<file path="src/rtl/acs_sequencer.sv">
// rtl/acs_sequencer.sv - ACS sweep sequencer for the Viterbi decoder
// Purpose: buffers received symbols in a small FIFO and, for each symbol,
//          sweeps ACSSegment over every segment of the trellis, pulsing
//          StepDone per completed step and requesting traceback every
//          TB_INTERVAL steps (parking while the traceback unit is busy).
// Ports:
//   Clock2, Reset            system clock, asynchronous active-low reset
//   Clear                    synchronous trellis restart (pulses MetricInit)
//   InValid, InCode, InReady symbol input handshake into the FIFO
//   Code                     symbol presented to the branch metric generator
//   ACSSegment, ACSEnable    segment index and live-sweep qualifier
//   StepDone, StepCount      step completion pulse and completed-step count
//   MetricInit               path metric reinitialise pulse
//   TBStart, TBBusy          traceback request and traceback busy
module acs_sequencer #(
  parameter int WD_FSM      = 6,
  parameter int WD_CODE     = 2,
  parameter int FIFO_DEPTH  = 4,
  parameter int TB_INTERVAL = 16,
  parameter int WD_CNT      = 16
) (
  input  logic               Clock2,
  input  logic               Reset,
  input  logic               Clear,
  input  logic               InValid,
  input  logic [WD_CODE-1:0] InCode,
  output logic               InReady,
  output logic [WD_CODE-1:0] Code,
  output logic [WD_FSM-1:0]  ACSSegment,
  output logic               ACSEnable,
  output logic               StepDone,
  output logic               MetricInit,
  output logic               TBStart,
  input  logic               TBBusy,
  output logic [WD_CNT-1:0]  StepCount
);

  localparam int AW = $clog2(FIFO_DEPTH);
  localparam int CW = AW + 1;
  localparam logic [CW-1:0]     FULL_CNT = CW'(FIFO_DEPTH);
  localparam logic [WD_FSM-1:0] SEG_LAST = '1;
  localparam logic [WD_FSM-1:0] SEG_PRE  = {{(WD_FSM-1){1'b1}}, 1'b0};

  typedef enum logic [1:0] {IDLE, LOAD, SWEEP, WAIT_TB} state_t;

  state_t state, state_next;

  logic [WD_CODE-1:0] mem [FIFO_DEPTH];
  logic [AW-1:0]      wr_ptr, rd_ptr;
  logic [CW-1:0]      count;
  logic               fifo_empty, wr, pop;

  // Set when the next symbol was already latched into Code during the
  // current sweep, so the following sweep can start without a LOAD cycle.
  logic               code_pending, pending_d;
  logic [WD_CODE-1:0] code_d;
  logic [WD_FSM-1:0]  seg_d;
  logic               en_d, step_done_d, tb_start_d, metric_init_d;
  logic [WD_CNT-1:0]  step_count_d, cnt_inc;
  logic               seg_last, seg_pre, interval_hit;

  assign InReady      = (count != FULL_CNT);
  assign fifo_empty   = (count == '0);
  assign wr           = InValid && InReady && !Clear;
  assign seg_last     = (ACSSegment == SEG_LAST);
  assign seg_pre      = (ACSSegment == SEG_PRE);
  assign cnt_inc      = StepCount + WD_CNT'(1);
  assign interval_hit = ((cnt_inc % WD_CNT'(TB_INTERVAL)) == '0);

  // Next-state logic
  always_comb begin
    state_next = state;
    if (Clear) begin
      state_next = IDLE;
    end else begin
      case (state)
        IDLE:    if (!fifo_empty) state_next = LOAD;
        LOAD:    state_next = SWEEP;
        SWEEP: begin
          if (seg_last) begin
            if (interval_hit && TBBusy) state_next = WAIT_TB;
            else if (!code_pending)     state_next = IDLE;
          end
        end
        WAIT_TB: if (!TBBusy) state_next = code_pending ? SWEEP : IDLE;
        default: state_next = IDLE;
      endcase
    end
  end

  // Output / datapath next values
  always_comb begin
    pop           = 1'b0;
    code_d        = Code;
    seg_d         = ACSSegment;
    en_d          = ACSEnable;
    pending_d     = code_pending;
    step_count_d  = StepCount;
    step_done_d   = 1'b0;
    tb_start_d    = 1'b0;
    metric_init_d = 1'b0;
    if (Clear) begin
      seg_d         = SEG_LAST;
      en_d          = 1'b0;
      pending_d     = 1'b0;
      step_count_d  = '0;
      metric_init_d = 1'b1;
    end else begin
      case (state)
        IDLE: begin
          if (!fifo_empty) begin
            pop    = 1'b1;
            code_d = mem[rd_ptr];
          end
        end
        LOAD: begin
          seg_d = '0;
          en_d  = 1'b1;
        end
        SWEEP: begin
          seg_d = ACSSegment + WD_FSM'(1);
          // Re-latch Code one cycle early: the branch metric generator
          // samples it on the edge where the segment is parked at the end.
          if (seg_pre && !fifo_empty) begin
            pop       = 1'b1;
            code_d    = mem[rd_ptr];
            pending_d = 1'b1;
          end
          if (seg_last) begin
            step_done_d  = 1'b1;
            step_count_d = cnt_inc;
            if (interval_hit && TBBusy) begin
              seg_d = SEG_LAST;
              en_d  = 1'b0;
            end else begin
              tb_start_d = interval_hit;
              if (code_pending) begin
                seg_d     = '0;
                pending_d = 1'b0;
              end else begin
                seg_d = SEG_LAST;
                en_d  = 1'b0;
              end
            end
          end
        end
        WAIT_TB: begin
          if (!TBBusy) begin
            tb_start_d = 1'b1;
            if (code_pending) begin
              seg_d     = '0;
              en_d      = 1'b1;
              pending_d = 1'b0;
            end
          end
        end
        default: ;
      endcase
    end
  end

  // State and output registers
  always_ff @(posedge Clock2 or negedge Reset) begin
    if (!Reset) begin
      state        <= IDLE;
      code_pending <= 1'b0;
      Code         <= '0;
      ACSSegment   <= SEG_LAST;
      ACSEnable    <= 1'b0;
      StepDone     <= 1'b0;
      MetricInit   <= 1'b0;
      TBStart      <= 1'b0;
      StepCount    <= '0;
      wr_ptr       <= '0;
      rd_ptr       <= '0;
      count        <= '0;
    end else begin
      state        <= state_next;
      code_pending <= pending_d;
      Code         <= code_d;
      ACSSegment   <= seg_d;
      ACSEnable    <= en_d;
      StepDone     <= step_done_d;
      MetricInit   <= metric_init_d;
      TBStart      <= tb_start_d;
      StepCount    <= step_count_d;
      if (Clear) begin
        wr_ptr <= '0;
        rd_ptr <= '0;
        count  <= '0;
      end else begin
        if (wr)  wr_ptr <= wr_ptr + AW'(1);
        if (pop) rd_ptr <= rd_ptr + AW'(1);
        case ({wr, pop})
          2'b10:   count <= count + CW'(1);
          2'b01:   count <= count - CW'(1);
          default: count <= count;
        endcase
      end
    end
  end

  // FIFO storage needs no reset; occupancy is tracked by count.
  always_ff @(posedge Clock2) begin
    if (wr) mem[wr_ptr] <= InCode;
  end

endmodule

</file>
<file path="config.mk">
export PLATFORM = sky130hd
export DESIGN_NAME = acs_sequencer
export DESIGN_NICKNAME = d
export VERILOG_FILES = /design/src/rtl/acs_sequencer.sv
export SDC_FILE = /design/constraint.sdc
export NUM_CORES = 1
export LEC_CHECK = 0
export BUFFER_PORTS_ARGS = -buffer_cell sky130_fd_sc_hd__buf_2
export CAP_MARGIN = 25
export CORE_MARGIN = 1
export CORE_UTILIZATION = 50
export CTS_CLUSTER_DIAMETER = 150
export DETAILED_ROUTE_END_ITERATION = 8
export GPL_TIMING_DRIVEN = 0
export PLACE_DENSITY = 0.73
export SYNTH_ARGS = -nofsm -noshare
export SYNTH_HDL_FRONTEND = slang
export SYNTH_SLANG_ARGS = --single-unit
</file>
<file path="constraint.sdc">
create_clock -name Clock2 -period 3.3 [get_ports Clock2]
set_clock_uncertainty 0.05 [all_clocks]
set_input_delay 0.33 -clock Clock2 [delete_from_list [all_inputs] [get_ports Clock2]]
set_output_delay 0.33 -clock Clock2 [all_outputs]
set_load 0.02 [all_outputs]
</file>
==> results of run 1 <==
==> registers in the layout, summed over array words and instances (netlist names) <==
name,cells
wr_ptr,2
rd_ptr,2
TBStart,1
ACSEnable,1
code_pending,1
StepCount,16
count,3
StepDone,1
state,2
Code,2
mem,8
ACSSegment,6
MetricInit,1
==> logic make-up after synthesis <==
group / Yosys count / share of synthesized area, %
adders and majority gates: 12 / 6.081
buffers and inverters: 19 / 3.861
DFF: 46 / 46.24
and+or+nand+nor: 111 / 22.64
xor gates and xnor gates: 13 / 4.392
muxes: 7 / 3.861
AOI/OAI and AO/OA: 52 / 12.93
==> final timing paths <==
check / start / to / cells past startpoint
setup / recovery: ACSSegment[0]$_DFFE_PN1P_ / count[2]$_DFFE_PN0P_ / 10
hold / removal: Reset / StepCount[3]$_DFFE_PN0P_ / 1
setup reg to reg: ACSSegment[0]$_DFFE_PN1P_ / count[2]$_DFFE_PN0P_ / 10
hold reg to reg: ACSEnable$_DFFE_PN0P_ / ACSEnable$_DFFE_PN0P_ / 2
max in group asynchronous: Reset / wr_ptr[1]$_DFFE_PN0P_ / 1
min in group Clock2: Clear / MetricInit$_DFF_PN0_ / 1
==> metrics by stage <==
stage / power [mW] / std cells / util, % / instance area (sq um)
after floorplan: 1.354 / 260 / - / 2592
after global placement: 1.524 / 361 / 58.71 / 2846
after detailed placement: 1.540 / 361 / 58.71 / 2846
after CTS: 1.896 / 369 / 60.59 / 2938
after global routing: 2.032 / 369 / 60.90 / 2953
final: 1.907 / 369 / 60.90 / 2953
==> what timing repair did <==
item | 4_1_cts | 5_1_grt
gates resized for setup | 0 | 2
setup endpoints to repair | 0 | 1
hold endpoints to repair | 0 | 0
==> area by class of cell <==
cell class / instances / area, sq um / share of cell area [%]
Buffer: 9 / 62.56 / 2.119
Clock buffer: 7 / 86.33 / 2.924
Clock inverter: 1 / 5.005 / 0.1695
Inverter: 10 / 37.54 / 1.271
Multi-Input combinational cell: 195 / 1309 / 44.32
Sequential cell: 46 / 1199 / 40.59
Tap cell: 67 / 83.83 / 2.839
Timing Repair Buffer: 34 / 170.2 / 5.763
==> power breakdown <==
group          internal, mW  leakage (nW)  total [mW]  switching, mW
clock network         0.169        0.0482       0.354          0.185
registers             0.704         0.568       0.819          0.115
logic                 0.303         0.660       0.733          0.430
==> cells in the mapped netlist (2+ instances only) <==
cell type  instances  area share, %
dfrtp_1           32             31
nor2_1            32            4.6
nand2_1           23            3.3
a21oi_1           17            3.3
ha_1              11            5.3
inv_1             10            1.4
o21ai_0           10            1.9
edfxtp_1           8            9.3
nor3b_1            8            2.3
xnor2_1            8            2.7
nand3_1            7            1.4
nor3_1             7            1.4
dfstp_2            6            6.1
nand4_1            6            1.4
a31oi_1            5            1.2
or3_1              5            1.2
xor2_1             5            1.7
a21o_1             4            1.2
clkbuf_1           4           0.58
mux2_2             4            1.7
and3b_1            3            1.0
buf_6              3            1.3
nand2b_1           3           0.72
nor4_1             3           0.72
a221oi_1           2           0.68
a311oi_1           2           0.68
and3_1             2           0.48
and3_2             2           0.58
mux4_2             2            1.7
nor2b_1            2           0.48
o21a_1             2           0.58
or4_1              2           0.58
==> metal layers <==
| layer | part of all wire (%) | vias to the layer above | track usage (%) | wire length [um] |
|---|---|---|---|---|
| met3 | 3.3 | 4 | 3.794 | 176 |
| met4 | 0.64 | 0 | 4.487 | 34 |
| met5 | 0 | - | 0 | 0 |
| met1 | 48 | 970 | 27.31 | 2570 |
| met2 | 48 | 42 | 35.15 | 2522 |
| li1 | - | 1019 | - | - |
==> metrics.csv, run 1 <==
stage;metric;value;unit
run_status;outcome;finished, final reports clean;
setup_path;Max Fanout on Critical Path;9;
clock_network;TritonCTS clock tree;built;
timing;hold_ws;0.09086;ns
route;vias per cell;5.515;
cells_and_area;Fill cells;432;
route;final wirelength;5.303;mm
synthesis;Mapped Cells;260;
cells_and_area;most frequent cells in the layout;35 x buf_2, 32 x dfrtp_1, 32 x nor2_1, 23 x nand2_1, 17 x a21oi_1;
timing;Worst-Margin Slew;0.8853;ns
clock_network;Clock Tree Root;clkbuf_8;
cells_and_area;share of cells above drive strength 1;21.85;%
timing;setup violators final;0;
cells_and_area;number of diodes;0;
route;DRC;0;
global_route;antenna violations before repair;0;
setup_path;Slowest cell on crit path;dfstp_2;
synthesis;ys flop type;dfrtp_1;
timing;Fmax achieved;333.7;MHz
clock_network;Setup Buffers After CTS;0;
die;Die W;74.01;um
power;pwr/cell area;645.7;nW/um^2
clock_network;Max Root-Sink Buffers;2;
die;Initial Util;53.47;%
setup_path;Data required, critical path;3.46;ns
setup_path;crit-path max cell delay;0.59;ns
die;core area;4848;sq um
clock_network;Sink Count;46;
clock_network;cts bufs inserted;5;
setup_path;Critical Path AT;3.15;ns
synthesis;Syn Std Cell Area;2592;sq um
synthesis;sequential fraction of the synthesis area;46.24;%
clock_network;cts hold-fix bufs;0;
die;Die H;74.01;um
timing;Setup TNS Final;0;ns
synthesis;Synth Net Count;279;
min_path;HP Class;in2async;
timing;Max-slew headroom;40.53;%
synthesis;#FFs+latches synth;46;
die;FP Rows;25;
clock_network;htree depth;2;
placement;post-detail-place hpwl;3.709;mm
placement;I/O Buffers;34;
timing;min Tclk post-route;2.997;ns
timing;Fin. Hold Viols;0;
route;iteration count of the initial detailed-routing pass;4;
global_route;vias in the first global route;1855;
route;antenna-violating nets left;0;
synthesis;YS warnings;0;
power;P_leak;1.276;nW
setup_path;R2R Setup Slk;0.30;ns
setup_path;Setup CP Type;reg2reg;
synthesis;FFs w/ async S/R, synth;82.61;%
clock_network;clock-pin slew on the worst setup and hold paths;0.09;ns
timing;RSZ-0062 raised after global routing;false;
setup_path;CP endpoint kind;flip-flop;
synthesis;Avg Inst Size Synth;9.971;sq um
route;WL/cell;14.37;um
placement;routability cong.;0.7829;
global_route;Congestion Overflow GR;0;
global_route;first-pass GRT wire length;8.569;mm
setup_path;CP top delay family;simple AND/OR/NAND/NOR gates;
cells_and_area;Area growth syn-to-layout;13.90;%
die;die area;5477;sq um
global_route;largest net degree at the start of global routing;39;
clock_network;Worst-Skew Late Latency;0.30;ns
global_route;overall global routing resource usage;20.56;%
timing;max-slew violations;0;
setup_path;critical-path cell list;inv_1, ha_1, and3_2, a31oi_4, a2111oi_0, fa_1, or4_1, nor2_1, a21oi_1, a31oi_1;
die;I/O Pins;36;
cells_and_area;commonest non-fill, non-tap cell in the layout;buf_2;
placement;setup slack at placement;0.05917;ns
route;initial drt markers;117;
run;max cap viols;0;
power;VDD IR max;0.3289;mV
cells_and_area;Final nets;320;
timing;Setup WS post-layout;0.3030;ns
synthesis;Yosys cell types;52;
synthesis;Post-synth EDFFs;8;
route;via count;2035;
setup_path;startpoint type of the worst setup path;flip-flop;
timing;Final period util;90.82;%
setup_path;buffers plus inverters on the worst setup path;1;
(Power assumes the default switching activity.)
==> run 2, diff against run 1 <==
--- a/config.mk
+++ b/config.mk
@@ -7,7 +7,7 @@
 export LEC_CHECK = 0
 export BUFFER_PORTS_ARGS = -buffer_cell sky130_fd_sc_hd__buf_2
 export CAP_MARGIN = 25
-export CORE_MARGIN = 1
+export CORE_MARGIN = 4
 export CORE_UTILIZATION = 50
 export CTS_CLUSTER_DIAMETER = 150
 export DETAILED_ROUTE_END_ITERATION = 8
==> run 2 against run 1 <==
  * Count of clock-buffer cells in the layout shrank 1
  * Die area grew 17%
  * First-iteration DRC count shrank 32%
  * Combinational power shrank 0.8%
  * Final cell count is the same
  * Sequential power is essentially flat
  * Critical path type unchanged
  * Cell area shrank 0.47%
  * Non-clock buffer count is the same
  * Highest routed layer unchanged
  * Global-route usage shrank 1.6 points
  * Via count grew 2.2%
  * Flip-flop and latch count is the same
  * Wire length grew 1.8%
==> metrics.csv, run 2 (synthesized netlist as in run 1, its figures left out) <==
stage;metric;value;unit;change
cells_and_area;most frequent cells in the layout;35 x buf_2, 32 x dfrtp_1, 32 x nor2_1, 23 x nand2_1, 17 x a21oi_1;;
clock_network;htree depth;2;;unchanged
setup_path;critical-path cell list;inv_1, ha_1, and3_2, a31oi_2, a2111oi_0, fa_1, or4_1, nor2_1, a21oi_1, a31oi_1;;
die;die area;6401;sq um;+17%
setup_path;CP top delay family;compound AO/OA/AOI/OAI gates;;
timing;setup violators final;0;;unchanged
setup_path;CP endpoint kind;flip-flop;;
timing;Max-slew headroom;38.53;%;-2.0 points
cells_and_area;Biggest register;StepCount;;
cells_and_area;final core utilization;60.23;%;-0.67 points
global_route;vias in the first global route;2036;;+9.8%
min_path;HP Class;in2async;;
clock_network;Setup Buffers After CTS;0;;unchanged
route;final wirelength;5.400;mm;+1.8%
power;Logic pwr share;38.4;%;about the same
global_route;Congestion Overflow GR;0;;unchanged
setup_path;Max Fanout on Critical Path;9;;unchanged
route;via count;2080;;+2.2%
setup_path;Data required, critical path;3.48;ns;+0.02 ns
global_route;largest net degree at the start of global routing;39;;unchanged
timing;Final period util;93.20;%;+2.4 points
cells_and_area;top flop regs;StepCount x16, mem x8, ACSSegment x6;;
power;sequential power share;43.3;%;+0.3 points
power;VDD IR max;0.3481;mV;+5.8%
setup_path;startpoint type of the worst setup path;flip-flop;;
power;Clock Power Share;18.2;%;-0.4 points
timing;max-slew violations;0;;unchanged
run_status;outcome;finished, final reports clean;;
power;Pint;1.152;mW;-2.0%
cells_and_area;Fill cells;458;;+6.0%
route;iteration count of the initial detailed-routing pass;4;;unchanged
cells_and_area;max reg flops;16;;unchanged
placement;I/O Buffers;34;;unchanged
placement;post-detail-place hpwl;3.868;mm;+4.3%
cells_and_area;share of cells above drive strength 1;21.85;%;unchanged
timing;Setup TNS Final;0;ns;unchanged
setup_path;Setup CP Type;reg2reg;;
cells_and_area;Area growth syn-to-layout;13.37;%;
die;I/O Pins;36;;unchanged
route;vias per cell;5.637;;+2.2%
timing;Worst-Margin Slew;0.9150;ns;+0.02967 ns
die;FP Rows;25;;unchanged
route;DRC;0;;unchanged
timing;Fmax achieved;325.2;MHz;-2.6%
die;Die W;80.01;um;+8.1%
setup_path;Critical Path AT;3.25;ns;+0.10 ns
global_route;overall global routing resource usage;18.96;%;-1.6 points
die;Initial Util;53.13;%;-0.34 points
route;WL/cell;14.63;um;+1.8%
die;core area;4880;sq um;+0.65%
route;antenna-violating nets left;0;;unchanged
power;Sw Share;39.15;%;+0.83 points
global_route;first-pass GRT wire length;9.625;mm;+12%
placement;routability cong.;0.8419;;+7.5%
cells_and_area;commonest non-fill, non-tap cell in the layout;buf_2;;
clock_network;TritonCTS clock tree;built;;
setup_path;crit-path max cell delay;0.58;ns;about the same
clock_network;Sink Count;46;;unchanged
setup_path;buffers plus inverters on the worst setup path;1;;unchanged
clock_network;Clock Tree Root;clkbuf_8;;
die;Die H;80.01;um;+8.1%
power;P_leak;1.273;nW;-0.29%
setup_path;Slowest cell on crit path;dfstp_2;;
clock_network;cts bufs inserted;5;;unchanged
clock_network;Max Root-Sink Buffers;2;;unchanged
cells_and_area;number of diodes;0;;unchanged
power;Psw;741.1;uW;+1.5%
clock_network;Worst-Skew Late Latency;0.30;ns;about the same
route;initial drt markers;79;;-32%
clock_network;clock-pin slew on the worst setup and hold paths;0.08;ns;about the same
timing;Fin. Hold Viols;0;;unchanged
cells_and_area;Final nets;320;;unchanged
run;max cap viols;0;;unchanged
timing;RSZ-0062 raised after global routing;false;;
power;pwr/cell area;644.1;nW/um^2;-0.24%
global_route;antenna violations before repair;0;;unchanged
timing;min Tclk post-route;3.075;ns;+0.07848 ns
==> run 2: worst paths after layout <==
| path | cells past startpoint | slack (ns) | from | endpoint |
|---|---|---|---|---|
| worst max-delay path | 10 | 0.22 | ACSSegment[0]$_DFFE_PN1P_ | count[2]$_DFFE_PN0P_ |
| worst min-delay path | 1 | 0.08 | Reset | ACSEnable$_DFFE_PN0P_ |
| worst max register to register | 10 | 0.22 | ACSSegment[0]$_DFFE_PN1P_ | count[2]$_DFFE_PN0P_ |
| worst min register to register | 1 | 0.46 | Code[1]$_DFFE_PN0P_ | Code[1]$_DFFE_PN0P_ |
| max in group asynchronous | 1 | 2.58 | Reset | Code[1]$_DFFE_PN0P_ |
| min in group Clock2 | 1 | 0.10 | Clear | MetricInit$_DFF_PN0_ |
==> run 2: metal layers <==
metal	up-vias	wire, um	track usage [%]
li1	1015	-	-
met1	1018	2547	24.91
met2	41	2581	31.62
met3	6	192	3.499
met4	0	79	5.912
met5	-	0	0
==> run 2: metrics by stage <==
stage | area, sq um | hold WS (ns) | instances | total power [mW] | setup slack (ns)
after floorplan | 2592 | -0.01559 | 260 | 1.354 | 0.3286
after global placement | 2846 | 0.4058 | 361 | 1.525 | 0.1428
after detailed placement | 2846 | 0.4048 | 361 | 1.551 | 0.07355
after CTS | 2933 | 0.08931 | 369 | 1.896 | 0.04523
after global routing | 2939 | 0.08337 | 369 | 2.035 | 0.006865
final | 2939 | 0.07724 | 369 | 1.893 | 0.2245
==> run 2: final cells by class <==
cell class              instances  area [sq um]  share of cell area (%)
well taps                      67         83.83                   2.852
clock buffers                   6         72.57                   2.469
inverters                      10         37.54                   1.277
multi-input cells             195          1300                   44.23
repair buffers                 34         170.2                   5.790
plain buffers                   9         62.56                   2.129
flip-flops and latches         46          1199                   40.78
clock inverters                 2         13.76                  0.4683
==> run 2: power by group through the flow <==
| stage | Combinational (mW) | Clock [mW] | Sequential (mW) |
|---|---|---|---|
| global route | 0.814 | 0.379 | 0.842 |
| finish | 0.727 | 0.345 | 0.821 |
| floorplan | 0.474 | 0 | 0.880 |
| CTS | 0.723 | 0.354 | 0.819 |
| global placement | 0.701 | 0 | 0.824 |
| detailed placement | 0.723 | 0 | 0.828 |
==> run 2: repair_timing <==
item	4_1_cts	5_1_grt
hold buffers	0	0
resized for setup	0	1
endpoints found under the setup margin	0	1
==> run 2: worst register-to-register path: cells and delay by family (launching register included) <==
| family | cells | cell delay, ns |
|---|---|---|
| fa+ha+maj | 2 | 0.66 |
| buf+inv | 1 | 0.07 |
| compound gates | 4 | 0.82 |
| flops | 1 | 0.58 |
| simple gates | 3 | 0.81 |
==> run 3, diff against run 2 <==
--- a/config.mk
+++ b/config.mk
@@ -9,10 +9,11 @@
 export CAP_MARGIN = 25
 export CORE_MARGIN = 4
 export CORE_UTILIZATION = 50
-export CTS_CLUSTER_DIAMETER = 150
+export CTS_CLUSTER_DIAMETER = 30
 export DETAILED_ROUTE_END_ITERATION = 8
 export GPL_TIMING_DRIVEN = 0
 export PLACE_DENSITY = 0.73
+export RECOVER_POWER = 100
 export SYNTH_ARGS = -nofsm -noshare
 export SYNTH_HDL_FRONTEND = slang
 export SYNTH_SLANG_ARGS = --single-unit
==> run 3 against run 2 <==
  * The flow now finishes with violations (capacitance limit, slew limit)
  * Wire length rose by 1.8%
  * Cell area shrank 2.4%
  * Via count barely moved
  * Maximum frequency down 0.15%
  * Final cell count unchanged
  * Critical path depth unchanged
  * Global-route usage unchanged
  * Power is 1.9% lower
==> metrics.csv, run 3 (synthesized netlist as in run 1, its figures left out) <==
stage;metric;value;unit;change
run_status;outcome;complete, but fails checks;;
placement;dpl cell area;2846;sq um;unchanged
route;vias per cell;5.642;;about the same
setup_path;Slowest cell on crit path;dfstp_2;;
cells_and_area;design area;2868;sq um;-2.4%
clock_network;cts bufs inserted;5;;unchanged
timing;Worst-Margin Slew;2.061;ns;+1.146 ns
setup_path;Max Fanout on Critical Path;9;;unchanged
setup_path;crit-path max cell delay;0.59;ns;about the same
setup_path;startpoint type of the worst setup path;flip-flop;;
global_route;vias in the first global route;2036;;unchanged
run_status;failing checks;capacitance limit, slew limit;;
clock_network;Clock Tree Root;clkbuf_8;;
timing;min Tclk post-route;3.080;ns;+0.004719 ns
die;I/O Pins;36;;unchanged
setup_path;CP endpoint kind;flip-flop;;
route;antenna-violating nets left;0;;unchanged
timing;Max-slew headroom;-37.42;%;-76 points
route;WL/cell;14.89;um;+1.8%
cells_and_area;Biggest register;StepCount;;
cells_and_area;share of cells above drive strength 1;8.940;%;-13 points
clock_network;htree depth;2;;unchanged
global_route;antenna violations before repair;0;;unchanged
clock_network;Setup Buffers After CTS;0;;unchanged
timing;Fmax achieved;324.7;MHz;-0.15%
timing;setup violators final;0;;unchanged
setup_path;CP top delay family;compound AO/OA/AOI/OAI gates;;
power;Total Power;1.857;mW;-1.9%
setup_path;Critical Path AT;3.26;ns;about the same
die;die area;6401;sq um;unchanged
timing;RSZ-0062 raised after global routing;false;;
min_path;HP Class;in2reg;;
placement;setup slack at placement;0.07355;ns;unchanged
cells_and_area;Fill cells;475;;+3.7%
die;Die H;80.01;um;unchanged
power;VDD IR max;0.3406;mV;-2.2%
setup_path;Data required, critical path;3.48;ns;about the same
timing;Setup TNS Final;0;ns;unchanged
setup_path;critical-path cell list;inv_1, ha_1, and3_2, a31oi_2, a2111oi_0, fa_1, or4_1, nor2_1, a21oi_1, a31oi_1;;
timing;Final period util;93.34;%;+0.14 points
setup_path;Setup CP Type;reg2reg;;
cells_and_area;top flop regs;StepCount x16, mem x8, ACSSegment x6;;
clock_network;TritonCTS clock tree;built;;
timing;Setup WS post-layout;0.2198;ns;-0.004719 ns
cells_and_area;Area growth syn-to-layout;10.62;%;
die;core area;4880;sq um;unchanged
clock_network;clock-pin slew on the worst setup and hold paths;0.08;ns;about the same
placement;post-detail-place hpwl;3.868;mm;unchanged
power;pwr/cell area;647.4;nW/um^2;+0.51%
route;final wirelength;5.496;mm;+1.8%
timing;Fin. Hold Viols;0;;unchanged
run;max cap viols;1;;+1
clock_network;Sink Count;46;;unchanged
placement;I/O Buffers;34;;unchanged
die;Die W;80.01;um;unchanged
clock_network;Max Root-Sink Buffers;2;;unchanged
global_route;first-pass GRT wire length;9.625;mm;unchanged
setup_path;buffers plus inverters on the worst setup path;1;;unchanged
global_route;overall global routing resource usage;18.96;%;unchanged
power;P_leak;1.138;nW;-11%
die;Initial Util;53.13;%;unchanged
global_route;largest net degree at the start of global routing;39;;unchanged
placement;routability cong.;0.8419;;unchanged
clock_network;Worst-Skew Late Latency;0.30;ns;about the same
timing;max-slew violations;39;;+39
die;FP Rows;25;;unchanged
cells_and_area;Final nets;320;;unchanged
cells_and_area;commonest non-fill, non-tap cell in the layout;clkbuf_1;;
cells_and_area;number of diodes;0;;unchanged
route;initial drt markers;94;;+19%
route;DRC;0;;unchanged
cells_and_area;max reg flops;16;;unchanged
route;via count;2082;;+0.096%
cells_and_area;most frequent cells in the layout;37 x clkbuf_1, 32 x dfrtp_1, 32 x nor2_1, 23 x nand2_1, 17 x a21oi_1;;
route;iteration count of the initial detailed-routing pass;4;;unchanged
global_route;Congestion Overflow GR;0;;unchanged
[run 3: final timing paths]
check	endpoint	from	cells past startpoint	slack, ns
setup reg to reg	count[2]$_DFFE_PN0P_	ACSSegment[0]$_DFFE_PN1P_	10	0.22
min in group asynchronous	ACSEnable$_DFFE_PN0P_	Reset	1	0.56
max in group asynchronous	StepCount[1]$_DFFE_PN0P_	Reset	1	1.46
hold / removal	MetricInit$_DFF_PN0_	Clear	1	0.1
setup / recovery	count[2]$_DFFE_PN0P_	ACSSegment[0]$_DFFE_PN1P_	10	0.22
hold reg to reg	Code[0]$_DFFE_PN0P_	Code[0]$_DFFE_PN0P_	1	0.46
[run 3: layer usage]
metal / wire length, um / track usage (%) / share of wire (%)
met5: 0 / 0 / 0
met4: 75 / 5.912 / 1.4
met3: 223 / 3.499 / 4.1
met2: 2609 / 31.62 / 47
met1: 2589 / 24.91 / 47
[run 3: what timing repair did]
| action | in CTS | in global routing |
|---|---|---|
| endpoints found under the hold margin | 0 | 0 |
| hold buffers | 0 | 0 |
| gates resized for setup | 0 | 1 |
| endpoints found under the setup margin | 0 | 1 |
[run 3: area by class of cell]
cell class                 count  area, sq um  share of cell area, %
sequential                    46         1199                  41.80
tap                           67        83.83                  2.923
clock inverter                 2        13.76                 0.4799
clock buffer                   6        72.57                  2.531
inverter                      10        37.54                  1.309
buffer                         9        53.80                  1.876
timing repair buffer          34        132.6                  4.625
multi-input combinational    195         1275                  44.46
[run 3: power by group]
part	internal (mW)	total, mW	leakage [nW]	switching [mW]
logic	0.275	0.697	0.526	0.422
registers	0.698	0.816	0.567	0.118
clock network	0.150	0.344	0.0452	0.194
total	1.12	1.86	1.14	0.734
[run 3: stage by stage]
step / instances / hold slack, ns / util [%]
finish: 369 / 0.09623 / 58.77
CTS: 369 / 0.08931 / 60.10
detailed placement: 361 / 0.4048 / 58.33
global route: 369 / 0.08343 / 58.77
floorplan: 260 / -0.01559 / -
global placement: 361 / 0.4058 / 58.33
